[config.mk]
export PLATFORM = sky130hd
export DESIGN_NAME = note_sequencer
export DESIGN_NICKNAME = d
export VERILOG_FILES = /design/src/rtl/note_sequencer.sv
export SDC_FILE = /design/constraint.sdc
export NUM_CORES = 1
export LEC_CHECK = 0
export BUFFER_PORTS_ARGS = -buffer_cell sky130_fd_sc_hd__buf_2
export CAP_MARGIN = 0
export CELL_PAD_IN_SITES_DETAIL_PLACEMENT = 0
export CELL_PAD_IN_SITES_GLOBAL_PLACEMENT = 2
export CORE_ASPECT_RATIO = 1.25
export CORE_MARGIN = 5
export CORE_UTILIZATION = 38
export CTS_BUF_LIST = sky130_fd_sc_hd__clkbuf_2 sky130_fd_sc_hd__clkbuf_4 sky130_fd_sc_hd__clkbuf_8
export DETAILED_ROUTE_END_ITERATION = 12
export GPL_ROUTABILITY_DRIVEN = 0
export GPL_TIMING_DRIVEN = 0
export PLACE_DENSITY = 0.82
export SETUP_SLACK_MARGIN = 0.4
export SLEW_MARGIN = 40
export SYNTH_ARGS = -nofsm -noshare
export SYNTH_HDL_FRONTEND = slang
export SYNTH_SLANG_ARGS = --single-unit
[constraint.sdc]
create_clock -name clk -period 3.4 [get_ports clk]
set_clock_uncertainty 0.1 [all_clocks]
set_input_delay 0.34 -clock clk [delete_from_list [all_inputs] [get_ports clk]]
set_output_delay 0.34 -clock clk [all_outputs]
set_load 0.02 [all_outputs]
[src/rtl/note_sequencer.sv]
// Gameplay engine: walks an LFSR-driven note sequence at the selected tempo and scores
// rising-edge lane presses against each note, under control of the top-level game mode.
module note_sequencer #(
    parameter int unsigned NOTE_TOTAL = 41,
    parameter logic [15:0] TEMPO_BASE = 16'd4000
) (
    input  logic       clk,
    input  logic       n_rst,
    input  logic [2:0] mode,
    input  logic [1:0] diff,
    input  logic [3:0] lane_btn,
    output logic [3:0] note_lane,
    output logic [5:0] note_count,
    output logic [7:0] score,
    output logic       hit,
    output logic       miss,
    output logic       song_done
);

    typedef enum logic [1:0] {StStop, StPlay, StHold, StDone} state_t;

    localparam logic [5:0] NoteTotal = 6'(NOTE_TOTAL);
    localparam logic [3:0] LfsrSeed  = 4'b1001;

    state_t      state_q, state_d;
    logic [1:0]  diff_q, diff_d;
    logic [15:0] tick_q, tick_d;
    logic [3:0]  lfsr_q, lfsr_d;
    logic [3:0]  btn_prev_q;
    logic        got_hit_q, got_hit_d;
    logic        spoiled_q, spoiled_d;
    logic [5:0]  count_q, count_d;
    logic [7:0]  score_q, score_d;
    logic [3:0]  lane_q, lane_d;
    logic        hit_q, hit_d, miss_q, miss_d, done_q, done_d;

    logic [15:0] period;
    logic [3:0]  rise;
    logic        hit_rise, wrong_rise;

    always_comb begin
        case (diff_q)
            2'b00:   period = TEMPO_BASE;
            2'b01:   period = TEMPO_BASE >> 1;
            default: period = TEMPO_BASE >> 2;
        endcase
    end

    assign rise       = lane_btn & ~btn_prev_q;
    assign hit_rise   = |(rise & lane_q);
    assign wrong_rise = |(rise & ~lane_q);

    always_comb begin
        state_d   = state_q;
        diff_d    = diff_q;
        tick_d    = tick_q;
        lfsr_d    = lfsr_q;
        got_hit_d = got_hit_q;
        spoiled_d = spoiled_q;
        count_d   = count_q;
        score_d   = score_q;
        hit_d     = 1'b0;
        miss_d    = 1'b0;
        done_d    = 1'b0;

        case (mode)
            3'd3: begin
                diff_d = diff;
                if (state_q != StDone) state_d = StStop;
            end
            3'd4: begin
                case (state_q)
                    StStop, StHold: state_d = StPlay;
                    StPlay: begin
                        if (wrong_rise) spoiled_d = 1'b1;
                        if (hit_rise && !spoiled_q) got_hit_d = 1'b1;
                        // >= rather than == : tick may sit past P-1 if difficulty rose mid-song
                        if (tick_q >= period - 16'd1) begin
                            tick_d    = 16'd0;
                            lfsr_d    = {lfsr_q[2:0], lfsr_q[3] ^ lfsr_q[2]};
                            got_hit_d = 1'b0;
                            spoiled_d = 1'b0;
                            count_d   = count_q + 6'd1;
                            if ((got_hit_q | hit_rise) & ~(spoiled_q | wrong_rise)) begin
                                hit_d = 1'b1;
                                if (score_q != 8'hff) score_d = score_q + 8'd1;
                            end else begin
                                miss_d = 1'b1;
                            end
                            if (count_d == NoteTotal) begin
                                done_d  = 1'b1;
                                state_d = StDone;
                            end
                        end else begin
                            tick_d = tick_q + 16'd1;
                        end
                    end
                    default: ;
                endcase
            end
            3'd5: begin
                if (state_q == StPlay) state_d = StHold;
            end
            3'd6: begin
                if (state_q != StDone) state_d = StStop;
            end
            default: begin
                state_d   = StStop;
                tick_d    = 16'd0;
                lfsr_d    = LfsrSeed;
                got_hit_d = 1'b0;
                spoiled_d = 1'b0;
                count_d   = 6'd0;
                score_d   = 8'd0;
            end
        endcase

        lane_d = (state_d == StPlay || state_d == StHold) ? (4'b0001 << lfsr_d[1:0]) : 4'b0000;
    end

    always_ff @(posedge clk or negedge n_rst) begin
        if (!n_rst) begin
            state_q    <= StStop;
            diff_q     <= 2'b00;
            tick_q     <= 16'd0;
            lfsr_q     <= LfsrSeed;
            btn_prev_q <= 4'b0000;
            got_hit_q  <= 1'b0;
            spoiled_q  <= 1'b0;
            count_q    <= 6'd0;
            score_q    <= 8'd0;
            lane_q     <= 4'b0000;
            hit_q      <= 1'b0;
            miss_q     <= 1'b0;
            done_q     <= 1'b0;
        end else begin
            state_q    <= state_d;
            diff_q     <= diff_d;
            tick_q     <= tick_d;
            lfsr_q     <= lfsr_d;
            btn_prev_q <= lane_btn;
            got_hit_q  <= got_hit_d;
            spoiled_q  <= spoiled_d;
            count_q    <= count_d;
            score_q    <= score_d;
            lane_q     <= lane_d;
            hit_q      <= hit_d;
            miss_q     <= miss_d;
            done_q     <= done_d;
        end
    end

    assign note_lane  = lane_q;
    assign note_count = count_q;
    assign score      = score_q;
    assign hit        = hit_q;
    assign miss       = miss_q;
    assign song_done  = done_q;

endmodule
==> flow_summary.json <==
{
  "cts-root-buf": "clkbuf_8",
  "die_w_um": 84.9,
  "worstPathMaxFanout": 10,
  "path_clk_slew_ns": 0.10,
  "final.fill_count": 734,
  "crit_arrival_ns": 2.99,
  "nNetsFinal": 328,
  "power_frac_clock_pct": 37.1,
  "diodes": 0,
  "vdd_drop_max_uv": 267,
  "synthFlopType": "dfrtp_1",
  "seq_area_um2": 1280,
  "crit_type": "flip-flop to flip-flop",
  "multiInputGateArea_um2": 1350,
  "worstPathCellList": "nor2b_1 > ha_1 > ha_1 > a211o_1 > o211ai_1 > a21oi_2 > buf_4 > o21a_1 > clkbuf_2 > a221o_1 > and3_1",
  "cts_buffers": 5,
  "cts.sinks": 51,
  "io_pins": 32,
  "vias": 2092,
  "insertion_delay_ns": 0.31,
  "gr-total-overflow": 0,
  "grt_util_all_layers_pct": 14.5,
  "setup_viol_count_final": 0,
  "dieArea_um2": 8800,
  "switching_share_pct": 25.3,
  "drive_above_1_share_pct": 20.9,
  "fin_setup_tns_ns": 0,
  "hold_class": "primary input to flip-flop",
  "final_util_pct": 45.1,
  "synth_edf_count": 0,
  "status": "completed",
  "wl_per_cell_um": 15.4,
  "wl_mm": 6.11,
  "die_h_um": 104,
  "timing.final.crit_share_pct": 84.7,
  "ys_seq_elements": 51,
  "h-tree-depth": 2,
  "cp-end-kind": "flip-flop",
  "seq_area_frac_synth_pct": 48.0,
  "p_total_mw": 1.20,
  "p_per_area_nw_per_um2": 386,
  "slowest_stage": "dfrtp_1",
  "drt_iter0_drc": 80,
  "max_stage_delay_ns": 0.42,
  "portBuffers": 29,
  "tightest_slew_ns": 0.688,
  "crit_family": "compound AO/OA/AOI/OAI gates",
  "synth_area_per_cell_um2": 10.0,
  "dp_hpwl_mm": 4.41,
  "yosys_warnings": 0,
  "max_slew_margin_pct": 54.1,
  "synthesis.instances": 266,
  "p_int_mw": 0.896,
  "floorplan.core_area_um2": 6890,
  "antenna_found_initial": 0,
  "rsz0062_at_grt": "false",
  "row_count": 34,
  "via_per_inst": 5.28,
  "period_needed_ns": 2.88,
  "async_flop_share_pct": 100,
  "grt_max_degree": 52,
  "path_common_cell": "ha_1",
  "synthesis.area_um2": 2670,
  "pwr-share-seq_pct": 52.9,
  "firstDrtPassIters": 4,
  "hold_viol": 0,
  "fmax_mhz": 347,
  "critPathBufInv": 2,
  "slew_viol_final": 0,
  "start_util_pct": 38.7,
  "synthDistinctLibCells": 52,
  "switchingPower_mw": 0.304,
  "drv_cap": 0,
  "ant_nets": 0,
  "first_global_vias": 2111,
  "grt_first_pass_wirelength_mm": 10.4,
  "combPwrFrac_pct": 10.0,
  "drc": 0,
  "critical_path_required_ns": 3.51,
  "area_growth_pct": 16.7,
  "cts_max_path_buffers": 2,
  "leakage_nw": 1.48,
  "crit_path_start_kind": "flip-flop",
  "synth_nets": 289,
  "cts_tree": "built"
}
[layout make-up]
class / instances / share of cell area, %
Inverter: 7 / 0.845
Sequential cell: 51 / 41.2
Buffer: 9 / 1.69
Clock buffer: 6 / 2.45
Timing Repair Buffer: 32 / 5.55
Multi-Input combinational cell: 199 / 43.4
Clock inverter: 2 / 1.25
Tap cell: 90 / 3.62
[worst paths after layout]
kind	startpoint	to	slack [ns]	depth (start not counted)
min in group asynchronous	n_rst	tick_q[10]	0.49	2
max	diff_q[0]	note_lane[1]	0.52	11
max in group asynchronous	n_rst	diff_q[1]	2.22	2
min reg2reg	tick_q[15]	tick_q[15]	0.41	2
max reg2reg	diff_q[0]	note_lane[1]	0.52	11
min	lane_btn[2]	btn_prev_q[2]	0.05	1
[flip-flops by register name (all words and copies together) (netlist names), 2 cells and up]
register,count
btn_prev_q,4
score,8
note_count,6
diff_q,2
lfsr_q,4
note_lane,4
state_q,2
tick_q,16
[logic make-up after synthesis]
| family | Yosys count | share of synthesized area, % |
|---|---|---|
| AOI/OAI and AO/OA | 57 | 15.1 |
| xor gates and xnor gates | 14 | 4.60 |
| adders and majority gates | 12 | 5.63 |
| buffers and inverters | 16 | 2.54 |
| DFF | 51 | 48.0 |
| muxes | 6 | 2.39 |
| and+or+nand+nor | 110 | 21.8 |
[Yosys cell counts (all sizes together), types with 5 or more instances]
| library cell | count | share of area (%) |
|---|---|---|
| clkbuf | 8 | 1.1 |
| a31oi | 5 | 1.2 |
| nand2b | 6 | 1.4 |
| nor2 | 31 | 4.4 |
| nand2 | 20 | 2.8 |
| nor3b | 7 | 2.0 |
| inv | 7 | 0.99 |
| nand3 | 9 | 1.7 |
| and3 | 8 | 1.9 |
| dfrtp | 49 | 46 |
| xor2 | 10 | 3.3 |
| ha | 12 | 5.6 |
| a21oi | 10 | 1.9 |
| o21ai | 12 | 2.3 |
| o31ai | 5 | 1.4 |
| nand4 | 5 | 1.2 |
[stage by stage]
| stage | worst slack (ns) | instance area [um^2] | instances | hold slack, ns |
|---|---|---|---|---|
| 2_1_floorplan | 0.590 | 2670 | 266 | -0.0556 |
| 3_3_place_gp | -0.275 | 2920 | 385 | 0.370 |
| 3_5_place_dp | -0.101 | 2930 | 385 | 0.325 |
| 4_1_cts | 0.368 | 3080 | 394 | 0.0473 |
| 5_1_grt | 0.404 | 3110 | 396 | 0.0399 |
| 6_report | 0.519 | 3110 | 396 | 0.0484 |
[layer usage]
metal  global-route usage [%]  vias to the layer above  part of all wire (%)
met1                     19.0                     1017                    46
met5                        0                        -                     0
met3                     2.62                        9                   2.2
li1                         -                     1044                     -
met2                     24.5                       22                    51
met4                     3.96                        0                   1.5
[layout by cell type (no fill, tap or decap), types with 4 or more instances in the layout]
master and count:
nor3b_1 6, o21a_1 4, dfrtp_1 48, nand4_1 5, nand2_1 20, xnor2_1 4, inv_1 7, nand3_1 9
a31oi_1 5, clkbuf_8 5, o31ai_1 5, nor2_1 30, buf_2 28, ha_1 12, o21ai_0 10, a21oi_1 9
and3_1 8, nand2b_1 6, xor2_1 10
[power by group through the flow]
| stage | logic (mW) | clock network, mW | registers, mW |
|---|---|---|---|
| 2_1_floorplan | 0.0720 | 0 | 0.643 |
| 3_3_place_gp | 0.115 | 0 | 0.646 |
| 3_5_place_dp | 0.119 | 0 | 0.646 |
| 4_1_cts | 0.123 | 0.454 | 0.634 |
| 5_1_grt | 0.140 | 0.482 | 0.638 |
| 6_report | 0.120 | 0.445 | 0.635 |
[what timing repair did]
item                                    4_1_cts  5_1_grt
pin swaps                                     0        2
buffers inserted                              0        2
hold endpoints to repair                     41        0
hold buffers                                  1        0
gates resized for setup                       7       10
endpoints found under the setup margin       26       15
Note: power is estimated with default switching activity, not from simulation.
